===== src/rtl/mem_arbiter_if.sv =====
// Bus bundle between the three requesters, the arbiter and the shared
// single-port synchronous memory.
interface mem_arbiter_if #(
    parameter int ADDR_W = 32,
    parameter int DATA_W = 32
);
    // Instruction-fetch port (index 0, read-only)
    logic              i_req;
    logic [ADDR_W-1:0] i_addr;
    logic [DATA_W-1:0] i_rdata;
    logic              i_ack;

    // MIPS data port (index 1)
    logic              d_req;
    logic              d_we;
    logic [ADDR_W-1:0] d_addr;
    logic [DATA_W-1:0] d_wdata;
    logic [DATA_W-1:0] d_rdata;
    logic              d_ack;

    // Loader/debug port (index 2)
    logic              x_req;
    logic              x_we;
    logic [ADDR_W-1:0] x_addr;
    logic [DATA_W-1:0] x_wdata;
    logic [DATA_W-1:0] x_rdata;
    logic              x_ack;

    // Shared memory port
    logic              mem_ce;
    logic              mem_we;
    logic [ADDR_W-1:0] mem_addr;
    logic [DATA_W-1:0] mem_wdata;
    logic [DATA_W-1:0] mem_rdata;

    // Requester/memory side of the bundle
    modport master (
        output i_req, i_addr,
        input  i_rdata, i_ack,
        output d_req, d_we, d_addr, d_wdata,
        input  d_rdata, d_ack,
        output x_req, x_we, x_addr, x_wdata,
        input  x_rdata, x_ack,
        input  mem_ce, mem_we, mem_addr, mem_wdata,
        output mem_rdata
    );

    // Arbiter side of the bundle
    modport slave (
        input  i_req, i_addr,
        output i_rdata, i_ack,
        input  d_req, d_we, d_addr, d_wdata,
        output d_rdata, d_ack,
        input  x_req, x_we, x_addr, x_wdata,
        output x_rdata, x_ack,
        output mem_ce, mem_we, mem_addr, mem_wdata,
        input  mem_rdata
    );
endinterface


===== src/rtl/mem_arbiter.sv =====
// Round-robin sequencer sharing one single-port synchronous memory between
// instruction fetch (0), data (1) and loader/debug (2) requesters.
module mem_arbiter #(
    parameter int ADDR_W = 32,
    parameter int DATA_W = 32
) (
    input  logic       clk,
    input  logic       rst,
    mem_arbiter_if.slave bus,
    output logic       busy,
    output logic [1:0] gnt_id
);
    typedef enum logic [1:0] {IDLE, ISSUE, RESP} state_t;

    state_t            state, state_next;
    logic [1:0]        last_gnt;
    logic              cur_we;
    logic [2:0]        req_vec, elig;
    logic [1:0]        c0, c1, c2;
    logic              grant;
    logic [1:0]        win;
    logic              win_we;
    logic [ADDR_W-1:0] win_addr;
    logic [DATA_W-1:0] win_wdata;
    logic [2:0]        ack_q;
    logic [2:0]        rd_sel;
    logic [DATA_W-1:0] i_rdata_q, d_rdata_q, x_rdata_q;

    function automatic logic [1:0] rr_next(input logic [1:0] idx);
        return (idx == 2'd2) ? 2'd0 : idx + 2'd1;
    endfunction

    // Next state, eligibility and round-robin winner selection
    always_comb begin
        req_vec    = {bus.x_req, bus.d_req, bus.i_req};
        elig       = req_vec & ((state == RESP) ? ~(3'b001 << gnt_id) : 3'b111);
        c0         = rr_next(last_gnt);
        c1         = rr_next(c0);
        c2         = rr_next(c1);
        grant      = 1'b0;
        win        = 2'd0;
        state_next = state;
        if (state == IDLE || state == RESP) begin
            if (elig[c0]) begin
                grant = 1'b1;
                win   = c0;
            end else if (elig[c1]) begin
                grant = 1'b1;
                win   = c1;
            end else if (elig[c2]) begin
                grant = 1'b1;
                win   = c2;
            end
        end
        case (win)
            2'd1: begin
                win_we    = bus.d_we;
                win_addr  = bus.d_addr;
                win_wdata = bus.d_wdata;
            end
            2'd2: begin
                win_we    = bus.x_we;
                win_addr  = bus.x_addr;
                win_wdata = bus.x_wdata;
            end
            default: begin
                win_we    = 1'b0;
                win_addr  = bus.i_addr;
                win_wdata = '0;
            end
        endcase
        case (state)
            IDLE:    state_next = grant ? ISSUE : IDLE;
            ISSUE:   state_next = RESP;
            RESP:    state_next = grant ? ISSUE : IDLE;
            default: state_next = IDLE;
        endcase
    end

    // State register, grant bookkeeping and memory command registers
    always_ff @(posedge clk) begin
        if (!rst) begin
            state         <= IDLE;
            last_gnt      <= 2'd2;
            gnt_id        <= '0;
            cur_we        <= 1'b0;
            busy          <= 1'b0;
            bus.mem_ce    <= 1'b0;
            bus.mem_we    <= 1'b0;
            bus.mem_addr  <= '0;
            bus.mem_wdata <= '0;
        end else begin
            state      <= state_next;
            busy       <= (state_next != IDLE);
            bus.mem_ce <= grant;
            bus.mem_we <= grant & win_we;
            if (grant) begin
                bus.mem_addr  <= win_addr;
                bus.mem_wdata <= win_wdata;
                last_gnt      <= win;
                gnt_id        <= win;
                cur_we        <= win_we;
            end else if (state_next == IDLE) begin
                gnt_id <= '0;
            end
        end
    end

    // Acknowledge pulse and per-port read-data capture
    always_ff @(posedge clk) begin
        if (!rst) begin
            ack_q     <= '0;
            rd_sel    <= '0;
            i_rdata_q <= '0;
            d_rdata_q <= '0;
            x_rdata_q <= '0;
        end else begin
            ack_q  <= (state == ISSUE) ? (3'b001 << gnt_id) : 3'b000;
            rd_sel <= (state == ISSUE && !cur_we) ? (3'b001 << gnt_id) : 3'b000;
            if (rd_sel[0]) i_rdata_q <= bus.mem_rdata;
            if (rd_sel[1]) d_rdata_q <= bus.mem_rdata;
            if (rd_sel[2]) x_rdata_q <= bus.mem_rdata;
        end
    end

    // The memory only presents read data during RESP, so the acked port sees
    // mem_rdata directly in that cycle and its held copy afterwards.
    assign bus.i_ack   = ack_q[0];
    assign bus.d_ack   = ack_q[1];
    assign bus.x_ack   = ack_q[2];
    assign bus.i_rdata = rd_sel[0] ? bus.mem_rdata : i_rdata_q;
    assign bus.d_rdata = rd_sel[1] ? bus.mem_rdata : d_rdata_q;
    assign bus.x_rdata = rd_sel[2] ? bus.mem_rdata : x_rdata_q;
endmodule


===== src/flat_wrapper.sv =====
// flat-port wrapper written by rule: the top's interface ports become plain ports
module mem_arbiter_flat 
#(
    parameter int ADDR_W = 32,
    parameter int DATA_W = 32
)
  (clk, rst, busy, gnt_id, bus_i_req, bus_i_addr, bus_i_rdata, bus_i_ack, bus_d_req, bus_d_we, bus_d_addr, bus_d_wdata, bus_d_rdata, bus_d_ack, bus_x_req, bus_x_we, bus_x_addr, bus_x_wdata, bus_x_rdata, bus_x_ack, bus_mem_ce, bus_mem_we, bus_mem_addr, bus_mem_wdata, bus_mem_rdata);
  mem_arbiter_if #(.ADDR_W(ADDR_W), .DATA_W(DATA_W)) bus_i ();
  input  logic clk;
  input  logic rst;
  output logic busy;
  output logic [1:0] gnt_id;
  input wire logic [$bits(bus_i.i_req)-1:0] bus_i_req;
  input wire logic [$bits(bus_i.i_addr)-1:0] bus_i_addr;
  output wire logic [$bits(bus_i.i_rdata)-1:0] bus_i_rdata;
  output wire logic [$bits(bus_i.i_ack)-1:0] bus_i_ack;
  input wire logic [$bits(bus_i.d_req)-1:0] bus_d_req;
  input wire logic [$bits(bus_i.d_we)-1:0] bus_d_we;
  input wire logic [$bits(bus_i.d_addr)-1:0] bus_d_addr;
  input wire logic [$bits(bus_i.d_wdata)-1:0] bus_d_wdata;
  output wire logic [$bits(bus_i.d_rdata)-1:0] bus_d_rdata;
  output wire logic [$bits(bus_i.d_ack)-1:0] bus_d_ack;
  input wire logic [$bits(bus_i.x_req)-1:0] bus_x_req;
  input wire logic [$bits(bus_i.x_we)-1:0] bus_x_we;
  input wire logic [$bits(bus_i.x_addr)-1:0] bus_x_addr;
  input wire logic [$bits(bus_i.x_wdata)-1:0] bus_x_wdata;
  output wire logic [$bits(bus_i.x_rdata)-1:0] bus_x_rdata;
  output wire logic [$bits(bus_i.x_ack)-1:0] bus_x_ack;
  output wire logic [$bits(bus_i.mem_ce)-1:0] bus_mem_ce;
  output wire logic [$bits(bus_i.mem_we)-1:0] bus_mem_we;
  output wire logic [$bits(bus_i.mem_addr)-1:0] bus_mem_addr;
  output wire logic [$bits(bus_i.mem_wdata)-1:0] bus_mem_wdata;
  input wire logic [$bits(bus_i.mem_rdata)-1:0] bus_mem_rdata;
  assign bus_i.i_req = bus_i_req;
  assign bus_i.i_addr = bus_i_addr;
  assign bus_i_rdata = bus_i.i_rdata;
  assign bus_i_ack = bus_i.i_ack;
  assign bus_i.d_req = bus_d_req;
  assign bus_i.d_we = bus_d_we;
  assign bus_i.d_addr = bus_d_addr;
  assign bus_i.d_wdata = bus_d_wdata;
  assign bus_d_rdata = bus_i.d_rdata;
  assign bus_d_ack = bus_i.d_ack;
  assign bus_i.x_req = bus_x_req;
  assign bus_i.x_we = bus_x_we;
  assign bus_i.x_addr = bus_x_addr;
  assign bus_i.x_wdata = bus_x_wdata;
  assign bus_x_rdata = bus_i.x_rdata;
  assign bus_x_ack = bus_i.x_ack;
  assign bus_mem_ce = bus_i.mem_ce;
  assign bus_mem_we = bus_i.mem_we;
  assign bus_mem_addr = bus_i.mem_addr;
  assign bus_mem_wdata = bus_i.mem_wdata;
  assign bus_i.mem_rdata = bus_mem_rdata;
  mem_arbiter #(.ADDR_W(ADDR_W), .DATA_W(DATA_W)) u_core (.clk(clk), .rst(rst), .bus(bus_i), .busy(busy), .gnt_id(gnt_id));
endmodule

===== config.mk =====
export PLATFORM = sky130hd
export DESIGN_NAME = mem_arbiter_flat
export DESIGN_NICKNAME = d
export VERILOG_FILES = /design/src/rtl/mem_arbiter_if.sv /design/src/rtl/mem_arbiter.sv /design/src/flat_wrapper.sv
export SDC_FILE = /design/constraint.sdc
export NUM_CORES = 1
export LEC_CHECK = 0
export CORE_MARGIN = 2
export CORE_UTILIZATION = 25
export DETAILED_ROUTE_END_ITERATION = 8
export DONT_BUFFER_PORTS = 1
export PLACE_DENSITY = 0.38
export SYNTH_ARGS = -nofsm -noshare
export SYNTH_HDL_FRONTEND = slang
export SYNTH_SLANG_ARGS = --single-unit
export TNS_END_PERCENT = 1

===== constraint.sdc =====
create_clock -name clk -period 3.45 [get_ports clk]
set_clock_uncertainty 0.05 [all_clocks]
set_input_delay 0.69 -clock clk [delete_from_list [all_inputs] [get_ports clk]]
set_output_delay 0.69 -clock clk [all_outputs]
set_load 0.05 [all_outputs]

# Word level (Yosys, flattened, before mapping)
# Cells that the tools add are included.
[op_classes]
reduce_logical = 10
bitwise = 3
order_cmp = 3
muxes = 28
n_addsub = 3
n_eq_ne = 7
shift = 1
[op_table]
columns = ["op", "count"]
rows = [
  ["32-bit one-hot mux with 2 select lines", 2],
  ["32-bit two-way mux", 3],
  ["2-bit two-way mux", 9],
  ["2-bit equality test (second input constant)", 5],
  ["2-bit by 3-bit less-than comparator with 1-bit output (second input constant)", 3],
  ["1-bit two-way mux", 8],
  ["2-bit by 1-bit adder with 2-bit output (second input constant)", 3],
  ["1-bit binary-select mux with 2-bit select", 3],
  ["2-bit by 1-bit equality test with 1-bit output (second input constant)", 2],
  ["2-bit logical NOT", 2],
  ["2-bit one-hot mux with 2 select lines", 1],
  ["2-bit AND reduction", 2],
  ["2-bit nonzero test", 2],
  ["3-bit AND", 1],
  ["3-bit two-way mux", 1],
  ["3-bit inverter", 1],
  ["1-bit by 2-bit << shifter with 3-bit output (first input constant)", 1],
  ["1-bit one-hot mux with 2 select lines", 1],
  ["2-bit OR reduction", 1],
  ["1-bit AND", 1],
  ["1-bit logical AND", 1],
  ["1-bit logical NOT", 1],
  ["1-bit logical OR", 1],
]
[word_totals]
ff_bits = 176
inputBits = 199
out_inout_bits = 168
elab_cells = 69

# Logic depth before layout (Yosys ltp)
# Gate-level depths: netlist of run 1.
[logic_depth]
depth_word = 17
depth_mapped = 11
depth_no_buf = 8

# Worst setup path after synthesis of run 1
# No wires, ideal clock.
[synth_timing]
kind = "reg2reg"
start = "reg u_core.gnt_id[0]"
end = "reg u_core.bus.mem_addr[23]"
n_path_buf = 3
t_required_ps = 3330
arrival_ps = 2969
slack_ps = 361
period_less_slack_ps = 3089
stages_incl_launch_ff = 12
cell_sequence = "dfxtp_1 > buf_2 > or4b_4 > a22oi_1 > o2111ai_1 > inv_1 > ha_1 > clkbuf_1 > clkbuf_1 > a221oi_1 > or4_1 > a21oi_1"
[synth_between]
elab_chain_len = 12
word_cells_on_any_way = 21
cone_classes = "eq/ne (2); shift (1); mux (16); bitwise (2)"
[synth_lines]
columns = ["element", "line_no", "rtl"]
rows = [
  ["start, declared", "mem_arbiter.sv:11", "output logic [1:0] gnt_id"],
  ["start signal, assigned", "mem_arbiter.sv:101", "gnt_id <= win;"],
  ["1-bit by 2-bit << shifter with 3-bit output *", "mem_arbiter.sv:36", "elig = req_vec & ((state == RESP) ? ~(3'b001 << gnt_id) : 3'b111);"],
  ["3-bit inverter *", "mem_arbiter.sv:36", ""],
  ["3-bit two-way mux *", "mem_arbiter.sv:36", ""],
  ["3-bit AND *", "mem_arbiter.sv:36", ""],
  ["1-bit binary-select mux with 2-bit select", "mem_arbiter.sv:50", "end else if (elig[c2]) begin"],
  ["1-bit two-way mux (not written as such)", "mem_arbiter.sv:50", ""],
  ["2-bit two-way mux", "mem_arbiter.sv:50", ""],
  ["2-bit two-way mux", "mem_arbiter.sv:47", "end else if (elig[c1]) begin"],
  ["2-bit two-way mux *", "mem_arbiter.sv:44", "if (elig[c0]) begin"],
  ["2-bit two-way mux *", "mem_arbiter.sv:43", "if (state == IDLE || state == RESP) begin"],
  ["via u_core.win[1]", "mem_arbiter.sv:21", "logic [1:0] win;"],
  ["2-bit equality test or 2-bit by 1-bit equality test with 1-bit output (tied branches)", "mem_arbiter.sv:55", "case (win)"],
  ["32-bit one-hot mux with 2 select lines *", "mem_arbiter.sv:55", ""],
  ["end signal, assigned", "mem_arbiter.sv:98", "bus.mem_addr <= win_addr;"],
  ["end, declared", "mem_arbiter_if.sv:56", "output mem_ce, mem_we, mem_addr, mem_wdata,"],
]
# Mark *: on every way through the listed nets, which the timed path passes. The rest lies on a longest branch. The select of a mux whose other input is x is not followed.
# A chain may end at the register's enable or synchronous reset.

# Worst setup path after layout of run 1
[layout_timing]
start = "reg u_core.gnt_id[1]"
end = "reg u_core.bus.mem_addr[8]"
# The elaborated chain is that of the path after synthesis.

==> reports/results.ini, run 1 <==
[sta]
period_minus_slack_ns = 3.03
fin_ws_ns = 0.416
hold_viol = 0
timing.fmax_mhz = 330
setup_viol = 0
fin_setup_tns_ns = 0
worst_pin_slew_ns = 0.959
grt_setup_unrepaired = no
drv_slew = 0
period_share = 0.879
relSlewSlack = 0.361

[critical_path]
regToRegSetupSlack_ns = 0.42
crit_type = flip-flop to flip-flop
critPathTopFamily = compound AO/OA/AOI/OAI gates
ff2ff_path_depth = 10
crit_cells = 10
path_cells = buf_4 -> nand4bb_1 -> a22oi_1 -> o2111ai_1 -> inv_1 -> ha_2 -> buf_4 -> a221oi_1 -> or4_1 -> a21oi_1
cp_num_buf_inv = 3
crit_path_frequent_cell = buf_4
cpPeakStageDelay_ns = 0.49
worstSetupStartpointType = flip-flop
cp_slowest_cell = ha_2
required_ns = 3.76
rr_startpoint = u_core.gnt_id[1]$_SDFFE_PN0P_
worstPathArrival_ns = 3.35
end_kind = flip-flop
worstReg2RegEnd = u_core.bus.mem_addr[8]$_SDFFE_PN0P_
path_max_fanout = 26

[detailed_routing]
drcViolationCount = 0
wl_per_cell_um = 21.0
vias = 5868
first_pass_iters = 5
final_antenna_net_count = 0
vias_per_cell = 5.12
wl_um = 24100
dr.first_iter.drc_count = 369

[yosys]
syn_inst = 788
synth_cell_types = 32
yosysWarnings = 0
synth.cell_area_um2 = 7680
syn-num-nets = 989
ys_ff_latch = 175
avgSynthCellArea_um2 = 9.74
yosys.area.top_type_share = 0.456
ys_seq_area_frac = 0.456
yosys-top-cells-area = dfxtp_1 46%, mux2_2 14%, and2_1 7.8%
synth_top_cell_by_area = dfxtp_1

[final_layout]
finalNetCount = 937
multiInputGateArea_um2 = 3800
register_area_um2 = 3510
drive_gt1_frac = 0.199
final_cells = 1146
n_fill_cell = 3205
area_growth_pct = 11.4

[cts]
htree_levels = 4
clock-sinks = 175
cts_hold_repair.buffers = 0
cts_tree = done
post_cts_buffers = 0
clk-insertion-delay-late_ns = 0.44
clk_pin_slew_ns = 0.07
clock-root-buffer = clkbuf_16
ctsResizeCount = 0
clock_path_buffers = 2
numCtsBuffers = 17

[floorplan]
ios = 367
rows = 64
die_area_um2 = 32100
start_util = 0.252
die_height_um = 179
die_w_um = 179
core_um2 = 30400

[pwr]
p_leak_nw = 3.08
p_seq_frac = 0.482
p_int_mw = 3.31
combPwrFrac = 0.137
clkPwrFrac = 0.380
switching_power_mw = 1.64
pwr_density_cell_nw_per_um2 = 579
ir_drop_mv = 0.337
p_sw_frac = 0.332

[worst_hold_path]
hold_class = input pin to flip-flop
whs_endpoint = u_core.last_gnt[1]$_SDFFE_PN1P_
holdCritStartpoint = rst
hold_depth = 1

[grt]
first_global_vias = 5748
antenna_found_initial = 2
grt_max_degree = 134
grt_first_pass_wirelength_um = 34100
grt.total_usage = 0.141
gr-total-overflow = 0

[run]
cap_violations = 0

[placed_design]
placement.io_buffers = 0
dp_hpwl_um = 16700
dpl_worst_slack_ns = 0.480
dpl.cell_count = 1113
place.gp.congestion = 0.748

[status]
status = complete, no violations

-- routing by layer --
layer / track usage / vias to the layer above / wire, µm
met5: 0 / - / 13
met4: 0.0504 / 2 / 442
met3: 0.0685 / 26 / 2840
met2: 0.244 / 277 / 11800
met1: 0.149 / 2784 / 9020
li1: - / 2779 / -
-- power groups by stage --
stage	Combinational (mW)	Clock, mW	Sequential (mW)
floorplan	0.578	0	2.41
global placement	0.669	0	2.44
detailed placement	0.684	0	2.44
CTS	0.684	1.96	2.39
global route	0.740	2.04	2.40
finish	0.681	1.88	2.39
-- state kept, by name, summed over array words and instances, names as in the netlist --
signal                flops
u_core.gnt_id             2
u_core.ack_q              3
u_core.busy               1
u_core.bus.mem_wdata     32
u_core.d_rdata_q         32
u_core.last_gnt           2
u_core.x_rdata_q         32
u_core.rd_sel             3
u_core.bus.mem_addr      32
u_core.bus.mem_we         1
u_core.state              2
u_core.cur_we             1
u_core.i_rdata_q         32
-- worst max path at each step --
stage / startpoint / endpoint / slack [ns]
after floorplan: u_core.gnt_id[0]$_SDFFE_PN0P_ / u_core.bus.mem_addr[23]$_SDFFE_PN0P_ / 0.36
after global routing: u_core.gnt_id[1]$_SDFFE_PN0P_ / u_core.bus.mem_addr[8]$_SDFFE_PN0P_ / 0.25
after global placement: u_core.state[0]$_SDFF_PN0_ / u_core.bus.mem_addr[12]$_SDFFE_PN0P_ / 0.61
final: u_core.gnt_id[1]$_SDFFE_PN0P_ / u_core.bus.mem_addr[8]$_SDFFE_PN0P_ / 0.42
after detailed placement: u_core.gnt_id[1]$_SDFFE_PN0P_ / u_core.bus.mem_addr[8]$_SDFFE_PN0P_ / 0.48
after CTS: u_core.gnt_id[1]$_SDFFE_PN0P_ / u_core.bus.mem_addr[8]$_SDFFE_PN0P_ / 0.46
-- cells in the mapped netlist --
cell	count
a2111oi_0	1
a21oi_1	66
a221oi_1	33
a222oi_1	1
a22oi_1	35
a31oi_1	1
a32oi_1	1
and2_1	96
buf_1	10
buf_2	5
buf_4	6
clkbuf_1	63
dfxtp_1	175
ha_1	2
inv_1	9
mux2_2	96
nand2_1	3
nand3_1	1
nand4bb_1	2
nor2_1	4
nor2b_1	33
nor3_1	3
nor3b_1	1
nor4_1	1
nor4bb_1	1
o2111ai_1	1
o211ai_1	1
o21ai_0	10
o21ai_1	59
or3_1	2
or4_1	65
or4b_4	1
-- cell type report --
type,count,share of cell area
Clock inverter,14,0.0142
Inverter,9,0.00395
Clock buffer,18,0.0513
Tap cell,396,0.0579
Timing Repair Buffer,13,0.0173
Sequential cell,175,0.410
Multi-Input combinational cell,520,0.445
Antenna cell,1,0.000293
-- cells in the final DEF (no fill, tap or decap), types with 2 or more instances in the layout --
cell type	count
buf_12	4
ha_2	2
and2_1	96
nor2_1	4
or4_1	65
a221oi_1	33
nand2_1	3
dfxtp_2	3
inv_6	5
nor3_1	3
a22oi_1	35
nand4bb_1	2
dfxtp_1	171
or3_1	2
clkinvlp_4	5
inv_1	8
inv_8	2
mux2_2	96
o21ai_0	10
buf_4	9
clkinv_4	2
nor2b_1	33
clkbuf_16	17
o21ai_1	59
a21oi_1	66
-- per-stage QoR --
stage | cell area, µm² | hold slack (ns) | total power [mW] | util
after floorplan | 7680 | 0.382 | 2.98 | -
after global placement | 7990 | 0.439 | 3.11 | 0.263
after detailed placement | 7990 | 0.447 | 3.12 | 0.263
after CTS | 8550 | 0.263 | 5.04 | 0.281
after global routing | 8550 | 0.274 | 5.18 | 0.281
final | 8550 | 0.294 | 4.95 | 0.281
-- kinds of logic after synthesis --
group / count (synthesis) / share of synthesized area
AND/OR/NAND/NOR: 213 / 0.184
AO/OA/AOI/OAI: 209 / 0.166
flip-flops: 175 / 0.456
multiplexers: 96 / 0.141
buffers and inverters: 93 / 0.0492
adder cells (fa/ha/maj): 2 / 0.00326
No activity file was read; power rests on OpenSTA's default activity.
==> run 2, diff against run 1 <==
--- a/config.mk
+++ b/config.mk
@@ -5,6 +5,7 @@
 export SDC_FILE = /design/constraint.sdc
 export NUM_CORES = 1
 export LEC_CHECK = 0
+export ABC_AREA = 1
 export CORE_MARGIN = 2
 export CORE_UTILIZATION = 25
 export DETAILED_ROUTE_END_ITERATION = 8
==> reports/results.ini, run 2 <==
[critical_path]
worstReg2RegEnd = u_core.bus.mem_addr[10]$_SDFFE_PN0P_
worstPathArrival_ns = 3.07
crit_type = flip-flop to flip-flop
path_max_fanout = 14
cp_slowest_cell = ha_2
worstSetupStartpointType = flip-flop
regToRegSetupSlack_ns = 0.65
path_cells = inv_1 -> nor2_1 -> nand2_1 -> nand3_1 -> nand2_2 -> nor2_4 -> inv_1 -> nor2_1 -> nand2_1 -> nand3_1 -> inv_1 -> ha_2 -> buf_4 -> mux2i_1 -> o21ai_0
setup.worst_path.start = u_core.state[1]$_SDFF_PN0_
required_ns = 3.72
rr_startpoint = u_core.state[1]$_SDFF_PN0_
end_kind = flip-flop
cp-endpoint = u_core.bus.mem_addr[10]$_SDFFE_PN0P_
critPathTopFamily = simple AND/OR/NAND/NOR gates
crit_cells = 15
crit_path_frequent_cell = inv_1
cp_num_buf_inv = 4
ff2ff_path_depth = 15
cpPeakStageDelay_ns = 0.57

[yosys]
ys_seq_area_frac = 0.451
yosysWarnings = 0
yosys.area.top_type_share = 0.451
avgSynthCellArea_um2 = 7.97
syn_inst = 975
ys_ff_latch = 175
synth.most_common_cell = nand2_1
yosys-top-cells-area = dfxtp_1 45%, nand2_1 16%, a22o_1 7.3%
synth_commonest_cells = 339 x nand2_1, 175 x dfxtp_1, 97 x a21oi_1, 65 x a22o_1, 51 x clkbuf_1
syn-num-nets = 1176
synth-edff-count = 0
synth.cell_area_um2 = 7770
synth_cell_types = 30
synth_top_cell_by_area = dfxtp_1
synthFlopType = dfxtp_1
async_flop_share = 0

[grt]
antenna_found_initial = 0
grt.total_usage = 0.158
grt_max_degree = 71
grt_first_pass_wirelength_um = 40100
gr-total-overflow = 0
first_global_vias = 6706

[sta]
fin_setup_tns_ns = 0
period_minus_slack_ns = 2.80
timing.fmax_mhz = 357
drv_slew = 0
grt_setup_unrepaired = no
setup_viol = 0
period_share = 0.812
worst_pin_slew_ns = 0.682
hold_viol = 0
relSlewSlack = 0.545

[cts]
clock-root-buffer = clkbuf_16
numCtsBuffers = 17
htree_levels = 4
cts_hold_repair.buffers = 0
ctsResizeCount = 0
clk-insertion-delay-late_ns = 0.44
cts_tree = done
clock-sinks = 175
clk_pin_slew_ns = 0.07
clock_path_buffers = 2
post_cts_buffers = 0

[floorplan]
die_w_um = 180
core_um2 = 30600
die_height_um = 180
rows = 64
ios = 367
start_util = 0.254
die_area_um2 = 32500

[final_layout]
final_cell_mix = 339 x nand2_1, 175 x dfxtp_1, 113 x buf_4
area_growth_pct = 20.8
diodes = 0
final_core_util = 0.307
final_common_cell = nand2_1
finalNetCount = 1237
drive_gt1_frac = 0.216

[pwr]
clkPwrFrac = 0.235
p_seq_frac = 0.415
p_leak_nw = 4.19
ir_drop_mv = 0.509
pwr_density_cell_nw_per_um2 = 849
p_int_mw = 4.29
combPwrFrac = 0.349
switching_power_mw = 3.68
p_sw_frac = 0.461

[detailed_routing]
final_antenna_net_count = 0
wl_um = 25900
wl_per_cell_um = 17.9
drcViolationCount = 0
dr.first_iter.drc_count = 267
vias_per_cell = 4.69
vias = 6781
first_pass_iters = 4

[worst_hold_path]
hold_class = input pin to flip-flop
holdCritStartpoint = rst

[placed_design]
placement.io_buffers = 0
place.gp.congestion = 0.734
dp_hpwl_um = 18600

[run]
cap_violations = 0

[status]
status = complete, no violations

## run 2: how the worst min path moves through the flow
| stage | to | slack (ns) | cells past startpoint |
|---|---|---|---|
| after floorplan | u_core.d_rdata_q[0]$_SDFF_PN0_ | 0.40 | 2 |
| after global placement | u_core.d_rdata_q[0]$_SDFF_PN0_ | 0.41 | 2 |
| after detailed placement | u_core.x_rdata_q[20]$_SDFF_PN0_ | 0.41 | 2 |
| after CTS | u_core.last_gnt[1]$_SDFFE_PN1P_ | 0.28 | 1 |
| after global routing | u_core.last_gnt[1]$_SDFFE_PN1P_ | 0.31 | 1 |
| final | u_core.bus.mem_addr[11]$_SDFFE_PN0P_ | 0.34 | 2 |
## run 2: cell families (layout without fill, tap and decap cells)
logic type	after synthesis	in the layout	synth area share
AO/OA/AOI/OAI	230	230	0.194
adder cells (fa/ha/maj)	2	2	0.00322
buffers and inverters	96	170	0.0584
flip-flops	175	175	0.451
multiplexers	32	32	0.0412
AND/OR/NAND/NOR	440	440	0.252
## run 2: stage by stage
stage	power (mW)	hold WS [ns]	setup WS (ns)	instance area (µm²)	instances
global placement	6.20	0.406	0.666	8840	1413
floorplan	5.50	0.397	0.510	7770	975
detailed placement	6.20	0.411	0.597	8840	1413
finish	7.97	0.345	0.648	9390	1445
CTS	8.12	0.277	0.590	9390	1445
global route	8.45	0.306	0.327	9390	1445
## run 2: metal layers
layer  share of wire  track usage  vias to the layer above
met3           0.087       0.0590                       26
met1            0.42        0.184                     3087
met4           0.022       0.0565                        0
met2            0.47        0.267                      251
li1                -            -                     3417
met5               0            0                        -
## run 2: final cells by class
cell class                      instances  area (µm²)
Clock inverter                         13         103
Clock buffer                           19         453
Multi-Input combinational cell        704        3830
Sequential cell                       175        3500
Inverter                               21        78.8
Tap cell                              396         495
Fill cell                            3347       21200
Timing Repair Buffer                  117         928
## run 2: power groups by stage
stage               Clock (mW)  Sequential, mW  Combinational (mW)
floorplan                    0            3.29                2.21
global placement             0            3.37                2.83
detailed placement           0            3.37                2.84
CTS                       1.96            3.32                2.84
global route              2.04            3.36                3.05
finish                    1.88            3.31                2.78
